### src/rtl/aes_pkg.sv
// Shared definitions for the AES job arbiter slice.
// Provides the AES block width, the watchdog counter width and the
// arbiter FSM state encoding.
package aes_pkg;

  localparam int unsigned AES_BLOCK_W = 128;
  localparam int unsigned WD_W        = 6;

  typedef enum logic [2:0] {
    ST_IDLE  = 3'd0,
    ST_CLEAR = 3'd1,
    ST_LOAD  = 3'd2,
    ST_BUSY  = 3'd3,
    ST_RESP  = 3'd4
  } state_e;

endpackage

### src/rtl/aes_job_arbiter_if.sv
// Requester-side job bus of the AES job arbiter.
// Signals:
//   req_valid/req_data/req_key : per-requester job request (128-bit slices)
//   req_ready                  : one-hot accept strobe
//   rsp_valid/rsp_data/rsp_err : one-hot one-cycle response, result, abort flag
// Modports: master = job sources, slave = arbiter.
interface aes_job_arbiter_if #(
  parameter int unsigned NUM_REQ = 4
);
  import aes_pkg::*;

  logic [NUM_REQ-1:0]             req_valid;
  logic [NUM_REQ*AES_BLOCK_W-1:0] req_data;
  logic [NUM_REQ*AES_BLOCK_W-1:0] req_key;
  logic [NUM_REQ-1:0]             req_ready;
  logic [NUM_REQ-1:0]             rsp_valid;
  logic [AES_BLOCK_W-1:0]         rsp_data;
  logic                           rsp_err;

  modport master (
    output req_valid, req_data, req_key,
    input  req_ready, rsp_valid, rsp_data, rsp_err
  );

  modport slave (
    input  req_valid, req_data, req_key,
    output req_ready, rsp_valid, rsp_data, rsp_err
  );

endinterface

### src/rtl/rr_arbiter.sv
// Combinational round-robin selector.
// Ports:
//   req        : pending request vector
//   last_grant : index granted most recently (search starts one above it)
//   grant      : one-hot winner, zero when no request is pending
//   grant_idx  : binary index of the winner
module rr_arbiter #(
  parameter int unsigned NUM_REQ = 4,
  parameter int unsigned IDX_W   = $clog2(NUM_REQ)
) (
  input  logic [NUM_REQ-1:0] req,
  input  logic [IDX_W-1:0]   last_grant,
  output logic [NUM_REQ-1:0] grant,
  output logic [IDX_W-1:0]   grant_idx
);

  int w_idx;

  // Walk offsets from farthest to nearest so the nearest pending
  // requester above last_grant is the final (winning) assignment.
  always_comb begin
    w_idx     = 0;
    grant_idx = '0;
    for (int off = int'(NUM_REQ); off >= 1; off--) begin
      w_idx = int'(last_grant) + off;
      if (w_idx >= int'(NUM_REQ)) begin
        w_idx = w_idx - int'(NUM_REQ);
      end
      if (req[IDX_W'(w_idx)]) begin
        grant_idx = IDX_W'(w_idx);
      end
    end
    grant = (|req) ? (NUM_REQ'(1) << grant_idx) : '0;
  end

endmodule

### src/rtl/aes_job_arbiter.sv
// Shares one round-iterative AES-128 core among NUM_REQ requesters.
// Picks a job round-robin, holds the core in reset between jobs,
// sequences clear/load/wait with a watchdog, and returns the result
// as a one-cycle one-hot response.
// Ports:
//   clk, rst         : clock, synchronous active-high reset
//   job              : requester bus (slave side)
//   core_rst         : core reset, high in IDLE/CLEAR
//   core_read_enable : one-cycle load pulse in LOAD
//   core_data/key    : latched job payload to the core
//   core_out_data    : core result
//   core_done        : core completion level, honoured only in BUSY
module aes_job_arbiter
  import aes_pkg::*;
#(
  parameter int unsigned NUM_REQ = 4,
  parameter int unsigned TIMEOUT = 63
) (
  input  logic                   clk,
  input  logic                   rst,
  aes_job_arbiter_if.slave       job,
  output logic                   core_rst,
  output logic                   core_read_enable,
  output logic [AES_BLOCK_W-1:0] core_data,
  output logic [AES_BLOCK_W-1:0] core_key,
  input  logic [AES_BLOCK_W-1:0] core_out_data,
  input  logic                   core_done
);

  localparam int unsigned IDX_W = $clog2(NUM_REQ);

  state_e                 r_state;
  state_e                 w_next;
  logic [IDX_W-1:0]       r_last_grant;
  logic [WD_W-1:0]        r_wd_cnt;
  logic [NUM_REQ-1:0]     r_rsp_valid;
  logic [AES_BLOCK_W-1:0] r_rsp_data;
  logic                   r_rsp_err;
  logic                   r_core_rst;
  logic                   r_core_re;
  logic [AES_BLOCK_W-1:0] r_core_data;
  logic [AES_BLOCK_W-1:0] r_core_key;

  logic [NUM_REQ-1:0]     w_grant;
  logic [IDX_W-1:0]       w_grant_idx;
  logic                   w_accept;
  logic                   w_done_ev;
  logic                   w_wd_expired;
  logic                   w_wd_limit;

  rr_arbiter #(
    .NUM_REQ (NUM_REQ),
    .IDX_W   (IDX_W)
  ) u_rr_arbiter (
    .req        (job.req_valid),
    .last_grant (r_last_grant),
    .grant      (w_grant),
    .grant_idx  (w_grant_idx)
  );

  // Accept only in IDLE; a reset cycle never accepts.
  assign w_accept     = (r_state == ST_IDLE) && (|job.req_valid) && !rst;
  assign w_wd_limit   = (r_wd_cnt == WD_W'(TIMEOUT));
  // Done wins over an expiring watchdog in the same cycle.
  assign w_done_ev    = (r_state == ST_BUSY) && core_done;
  assign w_wd_expired = (r_state == ST_BUSY) && !core_done && w_wd_limit;

  assign job.req_ready    = w_accept ? w_grant : '0;
  assign job.rsp_valid    = r_rsp_valid;
  assign job.rsp_data     = r_rsp_data;
  assign job.rsp_err      = r_rsp_err;
  assign core_rst         = r_core_rst;
  assign core_read_enable = r_core_re;
  assign core_data        = r_core_data;
  assign core_key         = r_core_key;

  // State register.
  always_ff @(posedge clk) begin
    if (rst) begin
      r_state <= ST_IDLE;
    end else begin
      r_state <= w_next;
    end
  end

  // Next-state logic.
  always_comb begin
    w_next = r_state;
    case (r_state)
      ST_IDLE:  if (w_accept) w_next = ST_CLEAR;
      ST_CLEAR: w_next = ST_LOAD;
      ST_LOAD:  w_next = ST_BUSY;
      ST_BUSY:  if (w_done_ev || w_wd_expired) w_next = ST_RESP;
      ST_RESP:  w_next = ST_IDLE;
      default:  w_next = ST_IDLE;
    endcase
  end

  // Datapath and registered outputs, decoded from the upcoming state
  // so they line up with the state they belong to.
  always_ff @(posedge clk) begin
    if (rst) begin
      r_last_grant <= IDX_W'(NUM_REQ - 1);
      r_wd_cnt     <= '0;
      r_rsp_valid  <= '0;
      r_rsp_data   <= '0;
      r_rsp_err    <= 1'b0;
      r_core_rst   <= 1'b1;
      r_core_re    <= 1'b0;
      r_core_data  <= '0;
      r_core_key   <= '0;
    end else begin
      r_core_rst  <= (w_next == ST_IDLE) || (w_next == ST_CLEAR);
      r_core_re   <= (w_next == ST_LOAD);
      r_rsp_valid <= '0;

      if (w_accept) begin
        r_core_data  <= job.req_data[w_grant_idx*AES_BLOCK_W +: AES_BLOCK_W];
        r_core_key   <= job.req_key[w_grant_idx*AES_BLOCK_W +: AES_BLOCK_W];
        r_last_grant <= w_grant_idx;
      end

      if (r_state == ST_LOAD) begin
        r_wd_cnt <= '0;
      end else if ((r_state == ST_BUSY) && !core_done && !w_wd_limit) begin
        r_wd_cnt <= r_wd_cnt + WD_W'(1);
      end

      if (w_done_ev) begin
        r_rsp_data  <= core_out_data;
        r_rsp_err   <= 1'b0;
        r_rsp_valid <= NUM_REQ'(1) << r_last_grant;
      end else if (w_wd_expired) begin
        r_rsp_data  <= '0;
        r_rsp_err   <= 1'b1;
        r_rsp_valid <= NUM_REQ'(1) << r_last_grant;
      end
    end
  end

endmodule
### src/flat_wrapper.sv
// flat-port wrapper written by rule: the top's interface ports become plain ports
module aes_job_arbiter_flat import aes_pkg::*;
#(
  parameter int unsigned NUM_REQ = 4,
  parameter int unsigned TIMEOUT = 63
)
  (clk, rst, core_rst, core_read_enable, core_data, core_key, core_out_data, core_done, job_req_valid, job_req_data, job_req_key, job_req_ready, job_rsp_valid, job_rsp_data, job_rsp_err);
  aes_job_arbiter_if #(.NUM_REQ(NUM_REQ)) job_i ();
  input  logic clk;
  input  logic rst;
  output logic core_rst;
  output logic core_read_enable;
  output logic [AES_BLOCK_W-1:0] core_data;
  output logic [AES_BLOCK_W-1:0] core_key;
  input  logic [AES_BLOCK_W-1:0] core_out_data;
  input  logic core_done;
  input wire logic [$bits(job_i.req_valid)-1:0] job_req_valid;
  input wire logic [$bits(job_i.req_data)-1:0] job_req_data;
  input wire logic [$bits(job_i.req_key)-1:0] job_req_key;
  output wire logic [$bits(job_i.req_ready)-1:0] job_req_ready;
  output wire logic [$bits(job_i.rsp_valid)-1:0] job_rsp_valid;
  output wire logic [$bits(job_i.rsp_data)-1:0] job_rsp_data;
  output wire logic [$bits(job_i.rsp_err)-1:0] job_rsp_err;
  assign job_i.req_valid = job_req_valid;
  assign job_i.req_data = job_req_data;
  assign job_i.req_key = job_req_key;
  assign job_req_ready = job_i.req_ready;
  assign job_rsp_valid = job_i.rsp_valid;
  assign job_rsp_data = job_i.rsp_data;
  assign job_rsp_err = job_i.rsp_err;
  aes_job_arbiter #(.NUM_REQ(NUM_REQ), .TIMEOUT(TIMEOUT)) u_core (.clk(clk), .rst(rst), .job(job_i), .core_rst(core_rst), .core_read_enable(core_read_enable), .core_data(core_data), .core_key(core_key), .core_out_data(core_out_data), .core_done(core_done));
endmodule
### config.mk
export PLATFORM = sky130hd
export DESIGN_NAME = aes_job_arbiter_flat
export DESIGN_NICKNAME = d
export VERILOG_FILES = /design/src/rtl/aes_pkg.sv /design/src/rtl/aes_job_arbiter_if.sv /design/src/rtl/rr_arbiter.sv /design/src/rtl/aes_job_arbiter.sv /design/src/flat_wrapper.sv
export SDC_FILE = /design/constraint.sdc
export NUM_CORES = 1
export LEC_CHECK = 0
export BUFFER_PORTS_ARGS = -buffer_cell sky130_fd_sc_hd__buf_2
export CAP_MARGIN = 25
export CORE_AREA = 3 3 610 612
export CTS_BUF_LIST = sky130_fd_sc_hd__clkbuf_16
export DETAILED_ROUTE_END_ITERATION = 16
export DIE_AREA = 0 0 613 615
export GPL_TIMING_DRIVEN = 0
export PLACE_DENSITY = 0.3
export SLEW_MARGIN = 20
export SYNTH_ARGS = -nofsm -noshare
export SYNTH_HDL_FRONTEND = slang
export SYNTH_SLANG_ARGS = --single-unit
### constraint.sdc
create_clock -name clk -period 3.6 [get_ports clk]
set_input_delay 0.18 -clock clk [delete_from_list [all_inputs] [get_ports clk]]
set_output_delay 0.18 -clock clk [all_outputs]
set_load 0.02 [all_outputs]
==> metrics.txt <==
total number of vias=32400; setup clock skew after layout=58.5 ps; global-route track usage on met2=0.282; start-to-end type of the worst setup path=reg2reg; final setup violating endpoints=0; buffers from clock root to sink, at most=4; net count of the mapped netlist=3368; CTS tree=built; last weighted congestion value of the routability-driven placer=0.930; design area=47900 sq um; final hold viol count=0; core region area=368000 sq um; I/O pin total=1554; floorplan die height=615 um; Sink Count=402; die outline area=377000 sq um; number of cells produced by synthesis=2204; via count of the first global-routing pass=33000; final worst-path cycle share=0.986; startpoint of the most critical hold path=job_req_key[435]; number of optimization iterations in the first detailed-route pass=6; post-layout minimum cycle time=3550 ps; reg2reg end=u_core.core_key[58]; number of register bits inferred by synthesis=402; worst flop-to-flop path startpoint=u_core.r_last_grant[0]; Worst Tran Pin Value=1040 ps; detailed-route wire length=311 mm; clock latency on the worst-skew pair=790 ps; number of max-slew violations in the final report=0; combined area of all synthesized cells=19700 sq um; GRT Total Usage=0.158; Hold Crit Endpoint=u_core.core_key[51]; antenna-violating nets left=0; die outline width=613 um; depth of the worst hold-timing path=3; path class of the lowest-slack min-delay path=in2reg; total power=0.0272 W; Crit path arrival time=4160 ps; grt peak-use layer=met2; Max Fanout on Critical Path=10; row cnt=223; setup repair after global routing missed its margin=true; max-cap violation count=0; number of buffers inserted during clock tree synthesis=70; hold_ws=45.3 ps; number of synthesis warnings=0; outcome=finished clean; total number of nets in the final design=6137; unique cell type count in the Yosys netlist=44; critical path capture point type=flop; proportion of synthesized chip area in sequential cells=0.409; number of enable-type register cells in the synthesized netlist=0; clock transition at the registers of the reported paths=60 ps; Residual DRC=0; Synth Area per Inst=8.93 sq um; antenna violations before repair=321; grt ovf=0; primary flip-flop cell chosen by synthesis mapping=dfxtp_1; cell chosen for the clock root=clkbuf_16; post-DP HPWL=271 mm; GR Layer Usage met3=0.0428; first-pass GRT wire length=381 mm; maximum operating frequency=0.282 GHz; Async SR Flop Fraction=0; CTS HTree Levels=3; largest net degree at the start of global routing=17; wire per inst=31.3 um; FF-to-FF setup slack=50 ps; number of input and output port buffers inserted=1552; leakage power summed over all cells=20.1 nW; critical path required time=4210 ps; starting utilization of the core area=0.0535; Placed Area=33900 sq um; Critical Path Start Type=flop; number of vias per cell after detailed routing=3.26; Max rail drop VDD=0.271 mV; met1 routing resource usage after global routing=0.185; Cell Pwr Density=568 nW/um^2; post-synthesis to final-layout area growth=143%; Worst R2R Path Depth=12; ratio of cells with drive above 1 in the final layout=0.371; remaining max-slew budget at the tightest pin=0.294; Setup TNS=0 ps; DRC violation total after the first TritonRoute iteration=2099
[through the flow]
| step | worst slack (ps) | std cells | utilization |
|---|---|---|---|
| 6_report | 50.4 | 9946 | 0.130 |
| 3_5_place_dp | -2040 | 8612 | 0.0920 |
| 4_1_cts | -148 | 9847 | 0.129 |
| 3_3_place_gp | -4700 | 8593 | 0.0910 |
| 5_1_grt | -58.2 | 9900 | 0.130 |
| 2_1_floorplan | 595 | 2204 | - |
[area by class of cell]
cell class              count  area, sq um
flip-flops and latches    402         8060
clock inverters            47          317
well taps                4837         6050
inverters                   4         22.5
multi-input cells        1561        10800
fillers                 42400       320000
clock buffers              71         1780
plain buffers             230         1140
repair buffers           2704        19400
diodes                     90          225
[flip-flops by register name, indices dropped and copies added (netlist names)]
name                     count
u_core.r_last_grant          2
u_core.core_read_enable      1
u_core.r_state               3
u_core.job.rsp_valid         4
u_core.job.rsp_err           1
u_core.r_wd_cnt              6
u_core.job.rsp_data        128
u_core.core_rst              1
u_core.core_key            128
u_core.core_data           128
[worst max-delay path, stage by stage (launching register included)]
cell and delay (ps):
dfxtp_4 360, buf_8 120, clkinvlp_4 100, ha_4 320, buf_4 140, mux2i_4 250, a31oi_4 120, buf_12 180
nand2_8 150, buf_2 270, mux2_2 420, dlygate4sd3_1 640, a221o_1 310
[power breakdown]
| part | internal (W) | switching [W] |
|---|---|---|
| clock | 0.00378 | 0.00285 |
| sequential | 0.00554 | 0.000722 |
| combinational | 0.00491 | 0.00939 |
| total | 0.0142 | 0.0130 |
[Yosys cell counts, drive strengths merged, types with 5 or more instances]
cell type	n	share of area
nand3	124	0.032
o221ai	94	0.042
dfxtp	402	0.41
a211o	29	0.013
nand2	215	0.041
a22oi	223	0.085
buf	63	0.019
o21ai	125	0.032
mux2	125	0.072
and2	5	0.0016
nor2	146	0.028
mux2i	109	0.055
o2bb2ai	13	0.0058
ha	5	0.0032
a221o	133	0.068
clkbuf	174	0.033
a21oi	183	0.047
[routing by layer]
layer	vias up	share of wire
met5	-	0.0023
met1	15700	0.40
met4	112	0.031
met3	626	0.075
met2	1893	0.49
li1	14100	-
[layout by cell type, fill, tap and decap left out, types with 7 or more instances in the layout]
master	count
mux2_1	90
nor2_1	140
buf_6	18
dfxtp_1	400
diode_2	90
nand3_1	124
nand2_1	214
a22oi_1	218
clkbuf_2	38
dlygate4sd3_1	1104
clkbuf_16	72
o2bb2ai_1	10
clkinv_2	7
clkbuf_1	128
a221o_1	133
a21oi_1	176
clkinv_1	10
o221ai_1	94
buf_12	7
buf_2	1572
inv_1	18
buf_1	11
o21ai_1	11
o21ai_0	113
mux2i_1	100
a211o_1	29
buf_4	39
mux2_2	34
[logic make-up after synthesis]
logic type | after synthesis | share of synthesized area
XOR/XNOR | 5 | 0.00223
AO/OA/AOI/OAI | 812 | 0.297
buffers and inverters | 241 | 0.0526
adder cells (fa/ha/maj) | 5 | 0.00318
multiplexers | 235 | 0.128
flip-flops | 402 | 0.409
AND/OR/NAND/NOR | 504 | 0.107
[repair_timing]
action,in CTS,in global routing
gates cloned,0,1
resized for setup,88,34
hold endpoints to repair,392,0
pin swaps,9,4
endpoints found under the setup margin,262,82
setup buffers,19,9
hold buffers,1104,0
[worst max-delay path by stage]
stage	startpoint	endpoint	slack, ps	depth (start not counted)
2_1_floorplan	u_core.r_last_grant[0]	u_core.core_data[101]	590	10
5_1_grt	u_core.r_last_grant[0]	job_req_ready[1]	-60	12
3_3_place_gp	u_core.r_last_grant[1]	job_req_ready[1]	-4700	9
6_report	u_core.r_last_grant[0]	u_core.core_key[58]	50	12
3_5_place_dp	u_core.r_last_grant[1]	u_core.core_data[30]	-2040	10
4_1_cts	u_core.r_last_grant[0]	job_req_ready[1]	-150	11
Power figures use the tool's default switching activity.
